### config.mk
export PLATFORM = sky130hd
export DESIGN_NAME = divider_param
export DESIGN_NICKNAME = d
export VERILOG_FILES = /design/src/rtl/divider_param.sv
export SDC_FILE = /design/constraint.sdc
export NUM_CORES = 1
export LEC_CHECK = 0
export ABC_AREA = 1
export CORE_MARGIN = 1.5
export CORE_UTILIZATION = 40
export DETAILED_ROUTE_END_ITERATION = 8
export GPL_ROUTABILITY_DRIVEN = 1
export HOLD_SLACK_MARGIN = 0.15
export PLACE_DENSITY = 0.68
export SLEW_MARGIN = 20
export SYNTH_ARGS = -nofsm -noshare
export SYNTH_HDL_FRONTEND = slang
export SYNTH_SLANG_ARGS = --single-unit
### constraint.sdc
create_clock -name clk_i -period 3.7 [get_ports clk_i]
set_clock_uncertainty 0.15 [all_clocks]
set_input_delay 1.11 -clock clk_i [delete_from_list [all_inputs] [get_ports clk_i]]
set_output_delay 1.11 -clock clk_i [all_outputs]
set_load 0.005 [all_outputs]
### src/rtl/divider_param.sv
// Parametrised multi-cycle restoring divider with optional two's-complement mode.
// One result every WIDTH+1 cycles; results and divide-by-zero flag are held until the next done.
module divider_param #(
    parameter int WIDTH     = 10,
    parameter bit SIGNED_EN = 1'b1
) (
    input  logic             clk_i,
    input  logic             rst_i,
    input  logic             start_i,
    input  logic             signed_mode_i,
    input  logic [WIDTH-1:0] dividend_i,
    input  logic [WIDTH-1:0] divisor_i,
    output logic             ready_o,
    output logic             done_o,
    output logic [WIDTH-1:0] quotient_o,
    output logic [WIDTH-1:0] remainder_o,
    output logic             div_by_zero_o
);

    localparam int CW = $clog2(WIDTH + 1);

    typedef enum logic [1:0] {
        IDLE,
        RUN,
        FIX
    } state_t;

    state_t               state_q;
    logic [CW-1:0]        cnt_q;
    logic [2*WIDTH-1:0]   work_q;
    logic [2*WIDTH-1:0]   work_d;
    logic [WIDTH-1:0]     divisorMag_q;
    logic [WIDTH-1:0]     origDividend_q;
    logic                 negQuot_q;
    logic                 negRem_q;
    logic                 zero_q;
    logic [WIDTH-1:0]     quot_q;
    logic [WIDTH-1:0]     quot_d;
    logic [WIDTH-1:0]     rem_q;
    logic [WIDTH-1:0]     rem_d;
    logic                 dbz_q;
    logic                 done_q;

    logic                 modeSigned;
    logic                 dividendNeg;
    logic                 divisorNeg;
    logic [WIDTH-1:0]     dividendMag;
    logic [WIDTH-1:0]     divisorMag;
    logic [WIDTH:0]       trial;
    logic [WIDTH:0]       diff;
    logic [WIDTH-1:0]     quotMag;
    logic [WIDTH-1:0]     remMag;

    // With SIGNED_EN=0 the sign terms are constant zero and the negation muxes vanish.
    assign modeSigned  = signed_mode_i & SIGNED_EN;
    assign dividendNeg = modeSigned & dividend_i[WIDTH-1];
    assign divisorNeg  = modeSigned & divisor_i[WIDTH-1];
    assign dividendMag = dividendNeg ? -dividend_i : dividend_i;
    assign divisorMag  = divisorNeg  ? -divisor_i  : divisor_i;

    // Upper WIDTH+1 bits of the register shifted left by one, minus the divisor.
    assign trial = work_q[2*WIDTH-1:WIDTH-1];
    assign diff  = trial - {1'b0, divisorMag_q};

    always_comb begin
        work_d = {work_q[2*WIDTH-2:0], 1'b0};
        if (!diff[WIDTH]) begin
            work_d = {diff[WIDTH-1:0], work_q[WIDTH-2:0], 1'b1};
        end
    end

    assign quotMag = work_q[WIDTH-1:0];
    assign remMag  = work_q[2*WIDTH-1:WIDTH];

    // MIN / -1 needs no special case: |MIN| negated modulo 2^WIDTH is MIN again.
    always_comb begin
        quot_d = negQuot_q ? -quotMag : quotMag;
        rem_d  = negRem_q  ? -remMag  : remMag;
        if (zero_q) begin
            quot_d = '1;
            rem_d  = origDividend_q;
        end
    end

    always_ff @(posedge clk_i) begin
        if (rst_i) begin
            state_q        <= IDLE;
            cnt_q          <= '0;
            work_q         <= '0;
            divisorMag_q   <= '0;
            origDividend_q <= '0;
            negQuot_q      <= 1'b0;
            negRem_q       <= 1'b0;
            zero_q         <= 1'b0;
            quot_q         <= '0;
            rem_q          <= '0;
            dbz_q          <= 1'b0;
            done_q         <= 1'b0;
        end else begin
            done_q <= 1'b0;
            case (state_q)
                IDLE: begin
                    if (start_i) begin
                        negQuot_q      <= dividendNeg ^ divisorNeg;
                        negRem_q       <= dividendNeg;
                        zero_q         <= (divisor_i == '0);
                        origDividend_q <= dividend_i;
                        divisorMag_q   <= divisorMag;
                        work_q         <= {{WIDTH{1'b0}}, dividendMag};
                        cnt_q          <= CW'(WIDTH);
                        state_q        <= RUN;
                    end
                end
                RUN: begin
                    work_q <= work_d;
                    cnt_q  <= cnt_q - CW'(1);
                    if (cnt_q == CW'(1)) begin
                        state_q <= FIX;
                    end
                end
                FIX: begin
                    quot_q  <= quot_d;
                    rem_q   <= rem_d;
                    dbz_q   <= zero_q;
                    done_q  <= 1'b1;
                    state_q <= IDLE;
                end
                default: begin
                    state_q <= IDLE;
                end
            endcase
        end
    end

    assign ready_o       = (state_q == IDLE);
    assign done_o        = done_q;
    assign quotient_o    = quot_q;
    assign remainder_o   = rem_q;
    assign div_by_zero_o = dbz_q;

endmodule

; Word-level counts from Yosys, hierarchy flattened
; Cells that the tools add are included.
[word_totals]
register_bits = 71
inputBits = 24
output_inout_bits = 23
word_cells = 47
[op_classes]
reduce_logical = 6
n_eq_ne = 5
n_bitwise = 3
add_sub_neg = 6
muxes = 15
[op_table]
columns = operator, count
row1 = 10-bit 2-to-1 mux, 6
row2 = 20-bit 2-to-1 mux, 2
row3 = 10-bit negation, 4
row4 = 20-bit case mux with 2 select lines, 1
row5 = 11-bit by 10-bit subtractor with 11-bit output, 1
row6 = 10-bit zero test, 1
row7 = 4-bit case mux with 2 select lines, 1
row8 = 2-bit AND reduction, 3
row9 = 4-bit by 1-bit equality test with 1-bit output (second input constant), 1
row10 = 2-bit 2-to-1 mux, 2
row11 = 4-bit 2-to-1 mux, 1
row12 = 2-bit inequality test (second input constant), 2
row13 = 2-bit case mux with 2 select lines, 1
row14 = 4-bit by 1-bit subtractor with 4-bit output (second input constant), 1
row15 = 1-bit bitwise AND, 2
row16 = 2-bit by 1-bit equality test with 1-bit output (second input constant), 1
row17 = 2-bit equality test (second input constant), 1
row18 = 2-bit zero test, 1
row19 = 2-bit nonzero test, 1
row20 = 1-bit 2-to-1 mux, 1
row21 = 1-bit bitwise XOR, 1

; Depth between registers and ports, before layout
; Gate-level depths: netlist of the first run.
[logic_depth]
word_depth = 4
ltp_mapped = 14

; Least setup slack after synthesis of the first run
; No wires, ideal clock.
[synth_path]
path_kind = input -> register
startpoint = input dividend_i[1]
endpoint = register work_q[8]
setup_slack_ps = 1355
path_stages = 9
required_ps = 3440
t_arrival_ps = 2085
cell_sequence = inv_1 -> ha_1 -> nand3_1 -> o21ai_0 -> o21ai_0 -> nand2_1 -> o2111ai_1 -> nand2_1 -> inv_1
[synth_via]
elab_chain_cells = 4
[synth_rtl]
columns = item, line_no
row1 = start: declaration, 11  ; input logic [WIDTH-1:0] dividend_i,
row2 = 10-bit negation, 58  ; assign dividendMag = dividendNeg ? -dividend_i : dividend_i;
row3 = 10-bit 2-to-1 mux, 58
row4 = 20-bit 2-to-1 mux, 103  ; if (start_i) begin
row5 = 20-bit case mux with 2 select lines, 101  ; case (state_q)
row6 = end signal: assignment, 109  ; work_q <= {{WIDTH{1'b0}}, dividendMag};
row7 = end signal: assignment, 115  ; work_q <= work_d;
row8 = end: declaration, 30  ; logic [2*WIDTH-1:0] work_q;
; Every way passes these cells. The select of a mux whose other input is x is not followed.
; A chain may end at the register's enable or synchronous reset.

; Worst setup path in the final report of the first run
[layout_path]
startpoint = register state_q[1]
endpoint = output ready_o
[layout_via]
elab_chain_cells = 1
[layout_rtl]
columns = item, line_no
row1 = start: declaration, 28  ; state_t state_q;
row2 = start signal: assignment, 87  ; state_q <= IDLE;
row3 = start signal: assignment, 111  ; state_q <= RUN;
row4 = start signal: assignment, 118  ; state_q <= FIX;
row5 = 2-bit zero test, 135  ; assign ready_o = (state_q == IDLE);
row6 = end: declaration, 13  ; output logic ready_o,
; Every way passes these cells.

==> impl_results.md, run 1 <==
* Status: complete, no violations
* CP startpoint kind: register
* Layout cell share with drive strength beyond 1 at about 7.6%
* Post-CTS Hold Buffers at 0
* Leakage at 2.207 nW
* Antenna violations before repair at 0
* Vias/cell at 5.317
* Critical path class: register to primary output
* Total number of vias at approximately 4200
* Clock transition at the registers of the reported paths at roughly 0.070 ns
* Clock tree from TritonCTS: yes
* Total grt overflow at 0
* RSZ-0062 raised after global routing: false
* Post-synthesis cell type count at 47
* TritonCTS Buffers at 9
* Area delta synth->final at 19.45%
* Fmax at about 370 MHz
* Largest net degree at the start of global routing at 35
* Diode count at 0
* Count of pins over their slew limit at 0
* Post-route setup slack at 1.003 ns
* Crit-path max cell delay at 0.54 ns
* Synthesized flop and latch total at a little over 70
* Worst reg2reg endpoint: quotient_o[3]
* Router iterations before antenna repair at 5
* Setup slack, reg-to-reg at between 1 and 1.5 ns
* R2R cell count at 6
* Cell Rows at 37
* Synth Warn # at 0
* Register area share after synthesis at between 30% and 40%
* WL per Instance at around 14 µm
* Top cell type's share of synthesized area at between 30% and 40%
* Post-CTS Setup Bufs at 0
* Core box area at between 10000 and 15000 µm²
* Root buf cell: clkbuf_8
* Reg2reg start: state_q[1]
* Post-synth EDFFs at 0
* Clk buf depth at 2
* Largest cells by area after synthesis: dfxtp_1 (34%), nand2_1 (13%), inv_1 (8.0%)
* Crit Path Max Fanout at 3
* CTS H-tree lvls at 3
* Final Hold Viols at 0
* Min Tclk post-route at about 2.7 ns
* Finished Core Util at between 40% and 50%
* Placed Cells at 781
* Final WL at 11480 µm
* Final GP Congestion at ~0.87
* I/O Pins at 47
* Worst setup EP type: primary output
* Pre-CTS WS at approximately 0.67 ns
* Post-DRT Antenna Nets at 0
* Sequence of cells on the critical path: nor2_1, clkdlybuf4s50_1
* Max cap viols at 0
* Largest area contributor in the netlist: dfxtp_1
* Fraction of registers with async set or reset after synthesis at 0%
* Worst path slowest cell: clkdlybuf4s50_1
* Initial Utilization at 40.93%
* Hold_sp: origDividend_q[9]
* Worst slew pin tran at about 0.77 ns
* Clock Latency Late Sink at approximately 0.36 ns
* Hold crit path type: register to register
* Die width at ~110 µm
* Syn_area_per_cell at approximately 6.8 µm²
* Setup TNS at 0 ns
* Pwr dens at 685.4 nW/µm²
* Final HPWL DP at about 8700 µm
* CP delay by family, top: buffers and inverters
* First-pass GRT wire length at roughly 19000 µm
* DRC viols at 0
* Mapped cell area at approximately 4200 µm²
* Cells after Synth at between 600 and 700
* Final net count at approximately 700
* Crit path DAT at 1.44 ns
* Non-Filler Instances at about 800
* WHS Endpoint: origDividend_q[9]
* CP bufs+invs at 1
* Worst slew margin at about half
* Top_reg_cell synth: dfxtp_1
* Req. time, crit path at roughly 2.4 ns
* Hold path depth at 2
* Resize count post-CTS at 0
* Die area at 11140 µm²
* Part of the cycle the worst path needs at between 70% and 80%
* Initial DRC count at ~240
* Total power draw at between 3 and 4 mW
* Die Y at around 110 µm
* Worst vdd rail ir drop at approximately 0.41 mV
* Gr usage total at between 20% and 30%
* Final setup viols at 0
* Port Buf Inserts at 46
* Syn_nets at 656
* Clock sinks at slightly above 70
* Number of global-route vias before repair at roughly 4000
[power breakdown]
group          leakage [nW]  switching [mW]  internal [mW]
Clock                 0.122           0.304          0.464
Combinational          1.50            1.09          0.593
Sequential            0.580           0.127          0.861
Total                  2.21            1.53           1.92
[state kept, by name, summed over array words and instances (netlist names)]
signal          flops
zero_q              1
remainder_o        10
cnt_q               4
div_by_zero_o       1
negRem_q            1
negQuot_q           1
quotient_o         10
divisorMag_q       10
work_q             20
origDividend_q     10
done_o              1
state_q             2
[final cells by class]
class | count | area, µm²
Clock buffer | 10 | 137.6
Clock inverter | 6 | 107.6
Fill cell | 1094 | 5253
Inverter | 93 | 349.1
Multi-Input combinational cell | 429 | 2333
Sequential cell | 71 | 1421
Tap cell | 136 | 170.2
Timing Repair Buffer | 52 | 505.5
[worst max path at each step]
stage	from	to	slack [ns]	cells after the start
final	state_q[1]	ready_o	1.00	2
after global routing	signed_mode_i	work_q[8]	0.85	9
after global placement	dividend_i[0]	work_q[5]	0.74	8
after detailed placement	signed_mode_i	work_q[8]	0.67	9
after CTS	state_q[1]	ready_o	1.00	2
after floorplan	dividend_i[1]	work_q[8]	1.36	9
[worst register-to-register path, delay by kind of cell (launching register included)]
| family | cells | cell delay (ns) |
|---|---|---|
| buf+inv | 2 | 0.36 |
| flops | 1 | 0.40 |
| simple gates | 3 | 1.17 |
| compound gates | 1 | 0.19 |
[placed cells by master (no fill, tap or decap), types with 2 or more instances in the layout]
master             n
a21oi_1           35
a21oi_2            2
a221oi_1           2
a22oi_1            6
a31oi_1           13
buf_4              6
bufinv_16          3
clkbuf_8          10
clkdlybuf4s50_1   46
clkinv_1           2
clkinv_2           2
dfxtp_1           71
ha_1              16
inv_1             90
nand2_1          146
nand2_2            9
nand2_4            2
nand3_1           48
nand3_2            3
nand3b_1           4
nand4_1            6
nor2_1            39
nor2_4             2
nor3_1            10
o211ai_1           5
o21ai_0           41
o221ai_1           9
o22ai_1            3
o31ai_1            3
or2_2              2
xor2_1             8
[kinds of logic after synthesis]
| kind of cell | synth area share [%] |
|---|---|
| and+or+nand+nor | 29.74 |
| AOI/OAI and AO/OA | 18.83 |
| buffers and inverters | 10.74 |
| DFF | 33.79 |
| adders and majority gates | 5.235 |
| xor gates and xnor gates | 1.666 |
[layer usage]
metal,up-vias,wire [µm],part of all wire [%],track usage (%)
met4,0,180,1.6,7.046
li1,2121,-,-,-
met3,20,650,5.7,4.638
met5,-,0,0,0
met1,1967,5307,46,28.71
met2,130,5344,47,34.73
[through the flow]
step	hold slack, ns	area (µm²)
detailed placement	0.2912	4780
global route	0.3222	5025
finish	0.3002	5025
CTS	0.3024	5025
floorplan	0.2745	4207
global placement	0.2936	4780
[cells in the mapped netlist (10+ instances only)]
master    count
clkbuf_1     10
nor3_1       10
a21oi_1      35
nor2_1       39
a31oi_1      13
o21ai_0      41
nand2_1     146
nand3_1      48
ha_1         16
inv_1        90
dfxtp_1      71
Note: power is estimated with default switching activity, not from simulation.
==> run 2: changes to the inputs <==
PLACE_DENSITY = 0.7   (was 0.68)
clock period = 2.2 ns   (was 3.7 ns; I/O delays follow)
==> run 2 against run 1 <==
Cell count is 5.6% higher. Critical path depth is 6 higher. Via count is 5.1% higher. Worst setup slack worse by 0.96 ns. Sequential power is 64% higher. Combinational power is 99% higher. Die area stayed put. Core utilization is 3.9 points higher. Non-clock buffer count is 45 higher. Register-to-register slack worse by 1.2 ns. First-iteration DRC count is 20% higher. Routed wire length is 1.6% higher. Largest power group unchanged.
==> impl_results.md, run 2 (same netlist as run 1, synthesis figures left out) <==
* Final Hold Viols at 0 (unchanged)
* Final setup viols at 0 (unchanged)
* Antenna violations before repair at 0 (unchanged)
* Worst path slowest cell: clkdlybuf4s50_1
* Worst slew pin tran at 0.4399 ns (-0.3326 ns)
* Worst vdd rail ir drop at 0.5692 mV (+38%)
* Leakage at 2.421 nW (+9.7%)
* Die Y at 105.6 µm (unchanged)
* Die area at 11140 µm² (unchanged)
* Fillers at 1012 (-7.5%)
* Sequence of cells on the critical path: clkdlybuf4s50_1, nor3_1, inv_1, o21ai_0, xor2_1, nor2_1, o21ai_0, inv_1
* I/O Pins at 47 (unchanged)
* Pwr dens at 1121 nW/µm² (+64%)
* Most frequent cells in the layout: nand2_1 (146), inv_1 (89), dfxtp_1 (70)
* Max FFs per register at 20 (unchanged)
* Final GP Congestion at 0.8916 (+2.7%)
* Initial DRC count at 286 (+20%)
* Final net count at 742 (+6.5%)
* Status: complete, no violations
* Crit path DAT at 2.26 ns (+0.82 ns)
* Cell Rows at 37 (unchanged)
* Number of global-route vias before repair at 4158 (+3.6%)
* Total number of vias at 4455 (+5.1%)
* WL per Instance at 13.86 µm (-3.8%)
* Layout cell share with drive strength beyond 1 at 15.01% (+7.4 points)
* Worst setup EP type: register
* First-pass GRT wire length at 19440 µm (+0.36%)
* Max cap viols at 0 (unchanged)
* Min Tclk post-route at 2.153 ns
* Part of the cycle the worst path needs at approximately 100%
* Post-DRT Antenna Nets at 0 (unchanged)
* Vias/cell at 5.291 (-0.50%)
* Port Buf Inserts at 46 (unchanged)
* TritonCTS Buffers at 9 (unchanged)
* Clock sinks at 71 (unchanged)
* Clock Latency Late Sink at 0.36 ns (about the same)
* Crit Path Max Fanout at 3 (unchanged)
* Req. time, crit path at 2.30 ns (-0.14 ns)
* Total power draw at 6.084 mW (+77%)
* Post-CTS Hold Buffers at 0 (unchanged)
* Largest net degree at the start of global routing at 22 (-37%)
* CTS H-tree lvls at 3 (unchanged)
* Clk buf depth at 2 (unchanged)
* Core box area at 10280 µm² (unchanged)
* Most common cell after layout, fill and taps aside: nand2_1
* Seq. cell area at 1423 µm² (about the same)
* Placement Cell Area at 5140 µm² (+7.5%)
* Clock transition at the registers of the reported paths at 0.09 ns (+0.02 ns)
* Total grt overflow at 0 (unchanged)
* Root buf cell: clkbuf_8
* DRC viols at 0 (unchanged)
* Critical path class: primary input to register
* Initial Utilization at 40.93% (unchanged)
* Multi-input logic area at 2389 µm² (+2.4%)
* Count of pins over their slew limit at 0 (unchanged)
* Hold crit path type: register to register
* Fmax at 464.5 MHz
* Area delta synth->final at 29.06%
* Final WL at 11670 µm (+1.6%)
* Worst slew margin at 70.57% (+22 points)
* Gr usage total at 21.30% (-0.26 points)
* Clock tree from TritonCTS: yes
* Largest register by flop count: work_q
* Final HPWL DP at 8890 µm (+1.8%)
* Fin area at 5429 µm² (+8.0%)
* Diode count at 0 (unchanged)
* Router iterations before antenna repair at 5 (unchanged)
* CP startpoint kind: primary input
* Crit-path max cell delay at 0.45 ns (-0.09 ns)
* Die width at 105.6 µm (unchanged)
## run 2: changes by cell type in the layout (fill, tap and decap cells not counted), sizes merged
cell	change
clkinv	-1
clkdlybuf4s50	-1
clkinvlp	+1
clkbuf	-1
buf	+45
bufinv	-2
inv	+3
dlymetal6s2s	+1
## run 2: report_power, final
| group | switching [mW] | leakage (nW) | total [mW] | internal [mW] |
|---|---|---|---|---|
| clock network | 0.564 | 0.0982 | 1.10 | 0.537 |
| logic | 2.03 | 1.74 | 3.36 | 1.34 |
| registers | 0.171 | 0.581 | 1.62 | 1.45 |
## run 2: worst max-delay path, delay by kind of cell
kind | cells | cell delay [ns]
XOR/XNOR | 1 | 0.22
AO/OA/AOI/OAI | 2 | 0.39
buffers and inverters | 3 | 0.61
AND/OR/NAND/NOR | 2 | 0.37
## run 2: layout make-up
cell class | count | area share, %
timing repair buffer | 97 | 16.50
clock inverter | 7 | 1.452
clock buffer | 9 | 2.282
tap | 136 | 3.134
inverter | 93 | 6.430
sequential | 71 | 26.20
multi-input combinational | 429 | 44.00
## run 2: layer usage
layer | global-route usage (%) | routed length (µm) | vias to the layer above
met2 | 34.36 | 5313 | 185
met1 | 29.39 | 5351 | 2027
met5 | 0 | 0 | -
met4 | 6.757 | 243 | 0
met3 | 3.030 | 760 | 31
li1 | - | - | 2212
## run 2: final timing paths
check / start / endpoint / slack (ns) / depth (start not counted)
hold / removal: div_by_zero_o / div_by_zero_o / 0.32 / 2
hold reg to reg: div_by_zero_o / div_by_zero_o / 0.32 / 2
setup reg to reg: work_q[9] / work_q[10] / 0.15 / 11
setup / recovery: dividend_i[0] / work_q[5] / 0.05 / 8
## run 2: through the flow
step	setup TNS (ns)	hold WS, ns	setup slack, ns	std cells	util (%)
6_report	0	0.3178	0.04704	842	52.82
5_1_grt	-0.006788	0.3405	-0.006788	842	52.82
4_1_cts	0	0.3205	0.0003662	840	52.01
3_5_place_dp	-1.965	0.3076	-0.2559	824	50.01
3_3_place_gp	-1.416	0.2973	-0.2571	824	50.01
2_1_floorplan	0	0.2745	0.1928	615	-
## run 2: what timing repair did
| item | CTS | global route |
|---|---|---|
| pin swaps | 0 | 4 |
| buffers inserted | 0 | 2 |
| resized for setup | 1 | 14 |
| setup endpoints to repair | 1 | 13 |
| hold endpoints to repair | 0 | 0 |
